`src/rtl/audio_frame_router_if.sv`:
```
// Frame-mover bus bundle: ADC FIFO read side, effects chain handshake and DAC FIFO write side.
interface audio_frame_router_if #(
  parameter int unsigned CH_W   = 16,
  parameter int unsigned NUM_CH = 2
);
  localparam int unsigned FRAME_W = NUM_CH * CH_W;

  logic               adc_empty;
  logic               adc_rd;
  logic [FRAME_W-1:0] adc_rdata;
  logic               fx_tx_valid;
  logic               fx_tx_ready;
  logic [FRAME_W-1:0] fx_tx_data;
  logic               fx_rx_valid;
  logic [FRAME_W-1:0] fx_rx_data;
  logic               dac_full;
  logic               dac_wr;
  logic [FRAME_W-1:0] dac_wdata;

  modport master (
    input  adc_empty, adc_rdata, fx_tx_ready, fx_rx_valid, fx_rx_data, dac_full,
    output adc_rd, fx_tx_valid, fx_tx_data, dac_wr, dac_wdata
  );

  modport slave (
    output adc_empty, adc_rdata, fx_tx_ready, fx_rx_valid, fx_rx_data, dac_full,
    input  adc_rd, fx_tx_valid, fx_tx_data, dac_wr, dac_wdata
  );
endinterface

```
`src/rtl/audio_frame_router.sv`:
```
// Moves one audio frame at a time from the ADC FIFO to the DAC FIFO, with bypass,
// effects-chain, mute and test-tone modes, effects timeout and per-channel peak metering.
module audio_frame_router #(
  parameter int unsigned CH_W       = 16,
  parameter int unsigned NUM_CH     = 2,
  parameter int unsigned FX_TIMEOUT = 1024,
  parameter int unsigned PEAK_WIN   = 4096,
  parameter int unsigned TONE_STEP  = 64
) (
  input  logic                     clk,
  input  logic                     reset,
  input  logic [1:0]               mode,
  input  logic                     err_clr,
  audio_frame_router_if.master     bus,
  output logic [NUM_CH*CH_W-1:0]   peak,
  output logic                     peak_valid,
  output logic                     fx_timeout,
  output logic                     busy
);
  localparam int unsigned FRAME_W = NUM_CH * CH_W;
  localparam int unsigned TO_W    = $clog2(FX_TIMEOUT) + 1;
  localparam int unsigned WIN_W   = $clog2(PEAK_WIN) + 1;
  localparam logic [1:0]  MODE_FX   = 2'd1;
  localparam logic [1:0]  MODE_MUTE = 2'd2;
  localparam logic [1:0]  MODE_TONE = 2'd3;

  typedef enum logic [2:0] {IDLE, READ, LATCH, SEND_FX, WAIT_FX, WRITE} state_e;

  state_e             state_q, state_d;
  logic [1:0]         mode_r;
  logic [FRAME_W-1:0] frame_r, frame_d, wdata_d, dac_wdata_q;
  logic [CH_W-1:0]    phase_r;
  logic [TO_W-1:0]    to_cnt;
  logic [WIN_W-1:0]   win_cnt;
  logic [CH_W-1:0]    acc   [NUM_CH];
  logic [CH_W-1:0]    abs_c [NUM_CH];
  logic [CH_W-1:0]    max_c [NUM_CH];
  logic               adc_rd_q, fx_tx_valid_q, dac_wr_c;
  logic               to_hit_c, win_last_c, enter_write_c;

  // |x| of a signed sample; the most negative value saturates to the largest positive one
  function automatic logic [CH_W-1:0] sat_abs(input logic [CH_W-1:0] s);
    if (!s[CH_W-1])
      return s;
    if (s == {1'b1, {(CH_W-1){1'b0}}})
      return {1'b0, {(CH_W-1){1'b1}}};
    return ~s + CH_W'(1);
  endfunction

  always_comb begin
    for (int k = 0; k < NUM_CH; k++) begin
      abs_c[k] = sat_abs(bus.adc_rdata[k*CH_W +: CH_W]);
      max_c[k] = (abs_c[k] > acc[k]) ? abs_c[k] : acc[k];
    end
  end

  always_ff @(posedge clk) begin
    if (reset)
      state_q <= IDLE;
    else
      state_q <= state_d;
  end

  // Next-state, next-frame and DAC strobe; the write strobe follows dac_full combinationally
  always_comb begin
    state_d    = state_q;
    frame_d    = frame_r;
    dac_wr_c   = 1'b0;
    to_hit_c   = (to_cnt == TO_W'(FX_TIMEOUT - 1));
    win_last_c = (win_cnt == WIN_W'(PEAK_WIN - 1));
    case (state_q)
      IDLE:    if (!bus.adc_empty) state_d = READ;
      READ:    state_d = LATCH;
      LATCH: begin
        frame_d = bus.adc_rdata;
        state_d = (mode_r == MODE_FX) ? SEND_FX : WRITE;
      end
      SEND_FX: if (bus.fx_tx_ready) state_d = WAIT_FX;
      WAIT_FX: begin
        if (bus.fx_rx_valid) begin
          frame_d = bus.fx_rx_data;
          state_d = WRITE;
        end else if (to_hit_c) begin
          state_d = WRITE;
        end
      end
      WRITE: begin
        if (!bus.dac_full && !reset) begin
          dac_wr_c = 1'b1;
          state_d  = IDLE;
        end
      end
      default: state_d = IDLE;
    endcase
    enter_write_c = (state_d == WRITE) && (state_q != WRITE);
    case (mode_r)
      MODE_MUTE: wdata_d = '0;
      MODE_TONE: wdata_d = {NUM_CH{phase_r}};
      default:   wdata_d = frame_d;
    endcase
  end

  always_ff @(posedge clk) begin
    if (reset) begin
      adc_rd_q      <= 1'b0;
      fx_tx_valid_q <= 1'b0;
      busy          <= 1'b0;
      mode_r        <= '0;
      frame_r       <= '0;
      dac_wdata_q   <= '0;
      phase_r       <= '0;
      to_cnt        <= '0;
      win_cnt       <= '0;
      peak          <= '0;
      peak_valid    <= 1'b0;
      fx_timeout    <= 1'b0;
      for (int k = 0; k < NUM_CH; k++) acc[k] <= '0;
    end else begin
      adc_rd_q      <= (state_d == READ);
      fx_tx_valid_q <= (state_d == SEND_FX);
      busy          <= (state_d != IDLE);
      frame_r       <= frame_d;
      peak_valid    <= 1'b0;
      to_cnt        <= (state_q == WAIT_FX) ? to_cnt + TO_W'(1) : '0;
      if (state_q == IDLE && !bus.adc_empty)
        mode_r <= mode;
      if (enter_write_c) begin
        dac_wdata_q <= wdata_d;
        if (mode_r == MODE_TONE)
          phase_r <= phase_r + CH_W'(TONE_STEP);
      end
      // A timeout in the same cycle as err_clr leaves the flag set
      if (state_q == WAIT_FX && !bus.fx_rx_valid && to_hit_c)
        fx_timeout <= 1'b1;
      else if (err_clr)
        fx_timeout <= 1'b0;
      if (state_q == LATCH) begin
        if (win_last_c) begin
          win_cnt    <= '0;
          peak_valid <= 1'b1;
          for (int k = 0; k < NUM_CH; k++) begin
            peak[k*CH_W +: CH_W] <= max_c[k];
            acc[k]               <= '0;
          end
        end else begin
          win_cnt <= win_cnt + WIN_W'(1);
          for (int k = 0; k < NUM_CH; k++) acc[k] <= max_c[k];
        end
      end
    end
  end

  assign bus.adc_rd      = adc_rd_q;
  assign bus.fx_tx_valid = fx_tx_valid_q;
  assign bus.fx_tx_data  = frame_r;
  assign bus.dac_wr      = dac_wr_c;
  assign bus.dac_wdata   = dac_wdata_q;
endmodule

```
`src/flat_wrapper.sv`:
```
// flat-port wrapper written by rule: the top's interface ports become plain ports
module audio_frame_router_flat 
#(
  parameter int unsigned CH_W       = 16,
  parameter int unsigned NUM_CH     = 2,
  parameter int unsigned FX_TIMEOUT = 1024,
  parameter int unsigned PEAK_WIN   = 4096,
  parameter int unsigned TONE_STEP  = 64
)
  (clk, reset, mode, err_clr, peak, peak_valid, fx_timeout, busy, bus_adc_empty, bus_adc_rdata, bus_fx_tx_ready, bus_fx_rx_valid, bus_fx_rx_data, bus_dac_full, bus_adc_rd, bus_fx_tx_valid, bus_fx_tx_data, bus_dac_wr, bus_dac_wdata);
  audio_frame_router_if #(.CH_W(CH_W), .NUM_CH(NUM_CH)) bus_i ();
  input  logic clk;
  input  logic reset;
  input  logic [1:0] mode;
  input  logic err_clr;
  output logic [NUM_CH*CH_W-1:0] peak;
  output logic peak_valid;
  output logic fx_timeout;
  output logic busy;
  input wire logic [$bits(bus_i.adc_empty)-1:0] bus_adc_empty;
  input wire logic [$bits(bus_i.adc_rdata)-1:0] bus_adc_rdata;
  input wire logic [$bits(bus_i.fx_tx_ready)-1:0] bus_fx_tx_ready;
  input wire logic [$bits(bus_i.fx_rx_valid)-1:0] bus_fx_rx_valid;
  input wire logic [$bits(bus_i.fx_rx_data)-1:0] bus_fx_rx_data;
  input wire logic [$bits(bus_i.dac_full)-1:0] bus_dac_full;
  output wire logic [$bits(bus_i.adc_rd)-1:0] bus_adc_rd;
  output wire logic [$bits(bus_i.fx_tx_valid)-1:0] bus_fx_tx_valid;
  output wire logic [$bits(bus_i.fx_tx_data)-1:0] bus_fx_tx_data;
  output wire logic [$bits(bus_i.dac_wr)-1:0] bus_dac_wr;
  output wire logic [$bits(bus_i.dac_wdata)-1:0] bus_dac_wdata;
  assign bus_i.adc_empty = bus_adc_empty;
  assign bus_i.adc_rdata = bus_adc_rdata;
  assign bus_i.fx_tx_ready = bus_fx_tx_ready;
  assign bus_i.fx_rx_valid = bus_fx_rx_valid;
  assign bus_i.fx_rx_data = bus_fx_rx_data;
  assign bus_i.dac_full = bus_dac_full;
  assign bus_adc_rd = bus_i.adc_rd;
  assign bus_fx_tx_valid = bus_i.fx_tx_valid;
  assign bus_fx_tx_data = bus_i.fx_tx_data;
  assign bus_dac_wr = bus_i.dac_wr;
  assign bus_dac_wdata = bus_i.dac_wdata;
  audio_frame_router #(.CH_W(CH_W), .NUM_CH(NUM_CH), .FX_TIMEOUT(FX_TIMEOUT), .PEAK_WIN(PEAK_WIN), .TONE_STEP(TONE_STEP)) u_core (.clk(clk), .reset(reset), .mode(mode), .err_clr(err_clr), .bus(bus_i), .peak(peak), .peak_valid(peak_valid), .fx_timeout(fx_timeout), .busy(busy));
endmodule
```
`config.mk`:
```
export PLATFORM = sky130hd
export DESIGN_NAME = audio_frame_router_flat
export DESIGN_NICKNAME = d
export VERILOG_FILES = /design/src/rtl/audio_frame_router_if.sv /design/src/rtl/audio_frame_router.sv /design/src/flat_wrapper.sv
export SDC_FILE = /design/constraint.sdc
export NUM_CORES = 1
export LEC_CHECK = 0
export ABC_AREA = 0
export CORE_ASPECT_RATIO = 1.25
export CORE_MARGIN = 8
export CORE_UTILIZATION = 45
export CTS_CLUSTER_DIAMETER = 200
export DETAILED_ROUTE_END_ITERATION = 8
export HOLD_SLACK_MARGIN = 0.06
export PLACE_DENSITY = 0.71
export SYNTH_ARGS = -nofsm -noshare
export SYNTH_HDL_FRONTEND = slang
export SYNTH_SLANG_ARGS = --single-unit
export TNS_END_PERCENT = 5
```
`constraint.sdc`:
```
create_clock -name clk -period 8.2 [get_ports clk]
set_clock_uncertainty 0.15 [all_clocks]
set_input_delay 1.64 -clock clk [delete_from_list [all_inputs] [get_ports clk]]
set_output_delay 1.64 -clock clk [all_outputs]
set_load 0.01 [all_outputs]
```
==> results of run 1 <==
## cell usage after synthesis (4+ instances only)
library cell and instances:
dfxtp_1 140, nor2_1 126, nand2_1 86, o21ai_0 86
inv_1 67, a21oi_1 60, clkbuf_1 48, ha_1 37
mux2i_1 36, edfxtp_1 32, xor2_1 25, nand3b_1 21
a222oi_1 20, nand2b_1 17, nand4_1 14, nor3_1 14
a22oi_1 12, o2bb2ai_1 11, or3_1 11, xnor2_1 10
nor2b_1 9, nand3_1 8, nor4_1 8, or4_1 8
buf_2 6, o21ai_1 6, o31ai_1 6, or2_2 5
and3_1 4, mux2_2 4, nor3b_1 4
## flip-flops by register name, summed over array words and instances, names as in the netlist
name                    cells
u_core.bus.dac_wdata       32
u_core.peak_valid           1
u_core.acc                 32
u_core.peak                32
u_core.mode_r               2
u_core.fx_timeout           1
u_core.bus.fx_tx_data      32
u_core.win_cnt             13
u_core.bus.fx_tx_valid      1
u_core.to_cnt              11
u_core.busy                 1
u_core.phase_r             10
u_core.state_q              3
u_core.bus.adc_rd           1
## metrics by stage
step / area (sq um) / util [%] / power (mW)
global route: 11100 / 59.1 / 2.17
detailed placement: 10500 / 55.8 / 1.28
finish: 11100 / 59.1 / 2.08
floorplan: 8590 / - / 1.14
global placement: 10500 / 55.8 / 1.28
CTS: 11100 / 59.0 / 2.10
## tightest hold or removal path, delay by kind of cell, from the launching register on
family	cells	cell delay, ns
DFF	1	0.32
and+or+nand+nor	1	0.04
AOI/OAI and AO/OA	1	0.05
## per-layer routing
layer  vias to the layer above  global-route usage (%)  share of wire (%)
li1                       3775                       -                  -
met2                       212                    35.4                 49
met1                      3563                    25.2                 44
met3                        47                    4.07                4.6
met5                         -                       0                  0
met4                         0                    10.7                3.2
## layout make-up
class	instances	area [sq um]	share of cell area [%]
inverters	67	251	2.27
well taps	232	290	2.62
clock buffers	24	524	4.72
multi-input cells	691	4370	39.4
clock inverters	7	75.1	0.677
flip-flops and latches	172	3760	33.9
repair buffers	183	1800	16.3
diodes	5	12.5	0.113
## final timing paths
path                            startpoint  cells after the start                              end
min            u_core.peak[9]$_SDFFE_PP0P_                      2      u_core.peak[9]$_SDFFE_PP0P_
max reg2reg  u_core.mode_r[0]$_SDFFE_PP0P_                      7  u_core.phase_r[11]$_SDFFE_PP0P_
max                      bus_adc_rdata[19]                     13  u_core.acc[0][20]$_SDFFCE_PN0P_
min reg2reg    u_core.peak[9]$_SDFFE_PP0P_                      2      u_core.peak[9]$_SDFFE_PP0P_
## power breakdown
part	internal, mW	switching, mW	total (mW)
logic	0.154	0.193	0.348
registers	0.894	0.0231	0.917
clock network	0.480	0.337	0.817
total	1.53	0.553	2.08
## cell families after synthesis
logic type | synth area share (%)
AND/OR/NAND/NOR | 20.1
AO/OA/AOI/OAI | 16.9
flip-flops | 43.8
buffers and inverters | 5.59
multiplexers | 4.72
adder cells (fa/ha/maj) | 5.39
XOR/XNOR | 3.57
==> run metrics, run 1 <==
leading area contributor after synthesis=dfxtp_1; worst path required time=approximately 8 ns; largest net degree at the start of global routing=just over 90; Setup crit start kind=primary input; most frequent cells in the layout=clkdlybuf4s50_1, dfxtp_1, nor2_1; Num CTS Buffers=17; Core Box Area=about 0.019 sq mm; max incr delay on CP=about 0.70 ns; placed cell count=between 1000 and 1500; Die H=roughly 170 um; Post-synth EDFFs=32; area share of the largest cell type after synthesis=~33%; Area contributors post-synth=dfxtp_1, edfxtp_1, nor2_1; count of cell types in the netlist=60; Relative slew margins=approximately a quarter; Final HPWL DP=approximately 19000 um; post-synthesis sequential area ratio=43.8%; Placement Setup Slack=approximately 1.8 ns; first-pass GRT wire length=~40000 um; Worst path top cell family by delay=simple AND/OR/NAND/NOR gates; crit path time final=~6.1 ns; worst setup margin=2.12 ns; Pins Over Slew Limit=0; die area=around 0.024 sq mm; H-tree lvl count=4; share of cells above drive strength 1=~5.7%; Yosys reg bits=roughly 170; Area growth, synth to finish=29.1%; RSZ-0062 raised after global routing=false; Hold Worst Slack=between 0.2 and 0.3 ns; Most common cell on crit path=mux2i_1; layout net count=~1200; Detailed Routing Iterations Pass 1=5; final hold violation count=0; routed wire length=around 25000 um; Root Buffer=clkbuf_16; slew of the pin with the lowest slew margin=approximately 1.1 ns; GRT Util Overall=between 20% and 30%; row count=56; Critical Path AT=between 6 and 7 ns; setup repair bufs after CTS=0; Residual DRC=0; status=finished, final reports clean; crit share post-route=about three quarters; asr flop ratio synth=0%; chip width=140 um; gr ovfl total=0; IO Port Bufs=approximately 170; static leakage=4.22 nW; fill cell count=1681; Final Instance Count excl. Fillers=between 1000 and 1500; Avg Vias per Cell=approximately 5.5; vias in the first global route=7554; Synth warnings=0; crit path buf inv count=2; Cell Pwr Density=188 mW/mm^2; Hold WC Path Type=reg -> reg; Final setup viols=0; CTS tree=built; max-cap viol count=0; Syn Inst Count=between 900 and 1000; crit-path cells=clkdlybuf4s50_1, or4_1, or4_4, o31ai_4, mux2i_1, ha_1, nand4_1, nor4_1, o21ai_0, a31oi_2, buf_4, mux2i_1, nor2_1; antenna violations before repair=5; GP Congestion=roughly 0.87; Crit. End Element=register; worst skew pair latency=approximately 0.43 ns; most common cell after layout, fill and taps aside=clkdlybuf4s50_1; # resized after CTS=0; via count=around 7600; # clock sinks=roughly 170; Slowest-stage cell, CP=or4_1; IR drop worst, VDD=roughly 0.14 mV; CTS hold repair buffers=0; syn avg cell area=~8.7 sq um; Clock Path Buffers=2; clock transition at the registers of the reported paths=0.06 ns; per-cell routed wire length=18.2 um; Crit Path Class=in -> reg; Post-Syn Nets=between 1000 and 1500; mapped cell area=approximately 0.0086 sq mm; Setup TNS=0 ns; Most used DFF post-synth=dfxtp_1; Crit Path Max Fanout=9; FF-to-FF setup slack=~5.1 ns; Initial Util=45.8%; First DRT Iteration DRCs=450; io pins=175; Max Clk Rate=~160 MHz; Routed Antenna Nets=0
(Power assumes the default switching activity.)
==> inputs of run 2 (changes only) <==
--- a/config.mk
+++ b/config.mk
@@ -12,7 +12,7 @@
 export CTS_CLUSTER_DIAMETER = 200
 export DETAILED_ROUTE_END_ITERATION = 8
 export HOLD_SLACK_MARGIN = 0.06
-export PLACE_DENSITY = 0.71
+export PLACE_DENSITY = 0.74
 export SYNTH_ARGS = -nofsm -noshare
 export SYNTH_HDL_FRONTEND = slang
 export SYNTH_SLANG_ARGS = --single-unit
==> constraint.sdc (replaced) <==
create_clock -name clk -period 5.2 [get_ports clk]
set_clock_uncertainty 0.15 [all_clocks]
set_input_delay 1.04 -clock clk [delete_from_list [all_inputs] [get_ports clk]]
set_output_delay 1.04 -clock clk [all_outputs]
set_load 0.01 [all_outputs]
==> run metrics, run 2 (synthesized netlist as in run 1, its figures left out) <==
status=finished, final reports clean; Crit. End Element=register; max-cap viol count=0; Setup crit start kind=primary input; Pins Over Slew Limit=0; Initial Util=a little under half; Detailed Routing Iterations Pass 1=6; antenna violations before repair=2; routed wire length=25500 um; Residual DRC=0; vias in the first global route=between 7000 and 8000; Avg Vias per Cell=~5.5; clock transition at the registers of the reported paths=~0.07 ns; die area=around 0.024 sq mm; worst setup margin=0.374 ns; Num CTS Buffers=17; met2 WL=about 13000 um; worst path required time=5.19 ns; row count=56; via count=7747; Critical Path AT=between 4 and 5 ns; Placement Setup Slack=-0.0275 ns; Area growth, synth to finish=31.6%; Crit Path Class=in -> reg; crit path time final=4.83 ns; CTS tree=built; chip width=roughly 140 um; Crit Path Max Fanout=10; io pins=175; IO Port Bufs=around 170; share of cells above drive strength 1=8.57%; static leakage=~4.4 nW; Cell Pwr Density=around 290 mW/mm^2; worst skew pair latency=approximately 0.43 ns; First DRT Iteration DRCs=between 600 and 700; crit share post-route=92.8%; DRT met1 WL=around 11000 um; Root Buffer=clkbuf_16; GP Congestion=0.898; Relative slew margins=about a quarter; Routed Antenna Nets=0; metal3 WL=approximately 1400 um; most frequent cells in the layout=clkdlybuf4s50_1, dfxtp_1, nor2_1; Die H=171 um; most common cell after layout, fill and taps aside=clkdlybuf4s50_1; layout net count=between 1000 and 1500; RSZ-0062 raised after global routing=false; GRT Util Overall=between 20% and 30%; Clock Path Buffers=2; CTS hold repair buffers=0; setup repair bufs after CTS=0; slew of the pin with the lowest slew margin=between 1 and 1.5 ns; per-cell routed wire length=between 15 and 20 um; # clock sinks=around 170; Setup TNS=0 ns; gr ovfl total=0; uppermost layer routed=met4; # resized after CTS=0; Max Clk Rate=between 200 and 250 MHz; Hold WC Path Type=reg -> reg; Final setup viols=0; H-tree lvl count=4; first-pass GRT wire length=roughly 40000 um; largest net degree at the start of global routing=62; IR drop worst, VDD=roughly 0.22 mV; final hold violation count=0; Final HPWL DP=slightly below 20000 um; Core Box Area=~0.019 sq mm
-- run 2: power breakdown --
group | switching [mW] | internal (mW)
combinational | 0.312 | 0.260
sequential | 0.0347 | 1.41
clock | 0.589 | 0.678
-- run 2: worst paths after layout --
| kind | start | end | slack (ns) | depth (start not counted) |
|---|---|---|---|---|
| worst max register to register | u_core.win_cnt[0]$_SDFFE_PP0P_ | u_core.acc[0][24]$_SDFFCE_PN0P_ | 2.15 | 7 |
| worst min-delay path | u_core.to_cnt[0]$_SDFF_PP0_ | u_core.to_cnt[0]$_SDFF_PP0_ | 0.30 | 1 |
| worst min register to register | u_core.to_cnt[0]$_SDFF_PP0_ | u_core.to_cnt[0]$_SDFF_PP0_ | 0.30 | 1 |
| worst max-delay path | bus_adc_rdata[19] | u_core.acc[0][18]$_SDFFCE_PN0P_ | 0.37 | 13 |
-- run 2: worst max-delay path, cell delays in order --
cell and delay, ns:
clkdlybuf4s50_1 0.51, or4_1 0.56, or4_4 0.57, o31ai_4 0.19, mux2i_1 0.27, ha_1 0.18
nand4_1 0.17, nor4_1 0.38, o21ai_0 0.17, a31oi_2 0.19, buf_4 0.26, mux2i_1 0.26
nor2_1 0.06
-- run 2: through the flow --
stage,instance area (sq um),power [mW],utilization (%),std cells,hold slack [ns]
5_1_grt,11300,3.41,60.2,1412,0.326
4_1_cts,11300,3.30,60.2,1410,0.308
3_3_place_gp,10700,2.03,57.1,1378,0.284
2_1_floorplan,8590,1.79,-,988,0.268
3_5_place_dp,10700,2.04,57.1,1378,0.293
6_report,11300,3.28,60.2,1412,0.301
-- run 2: layer usage --
metal,vias up,track usage (%)
li1,3826,-
met4,0,9.51
met3,43,4.60
met2,255,36.4
met5,-,0
met1,3623,25.0
-- run 2: area by class of cell --
class,count,area [sq um]
clock buffers,17,425
inverters,67,251
diodes,2,5.00
clock inverters,15,149
fillers,1698,7470
well taps,232,290
multi-input cells,691,4370
flip-flops and latches,172,3760
repair buffers,216,2050
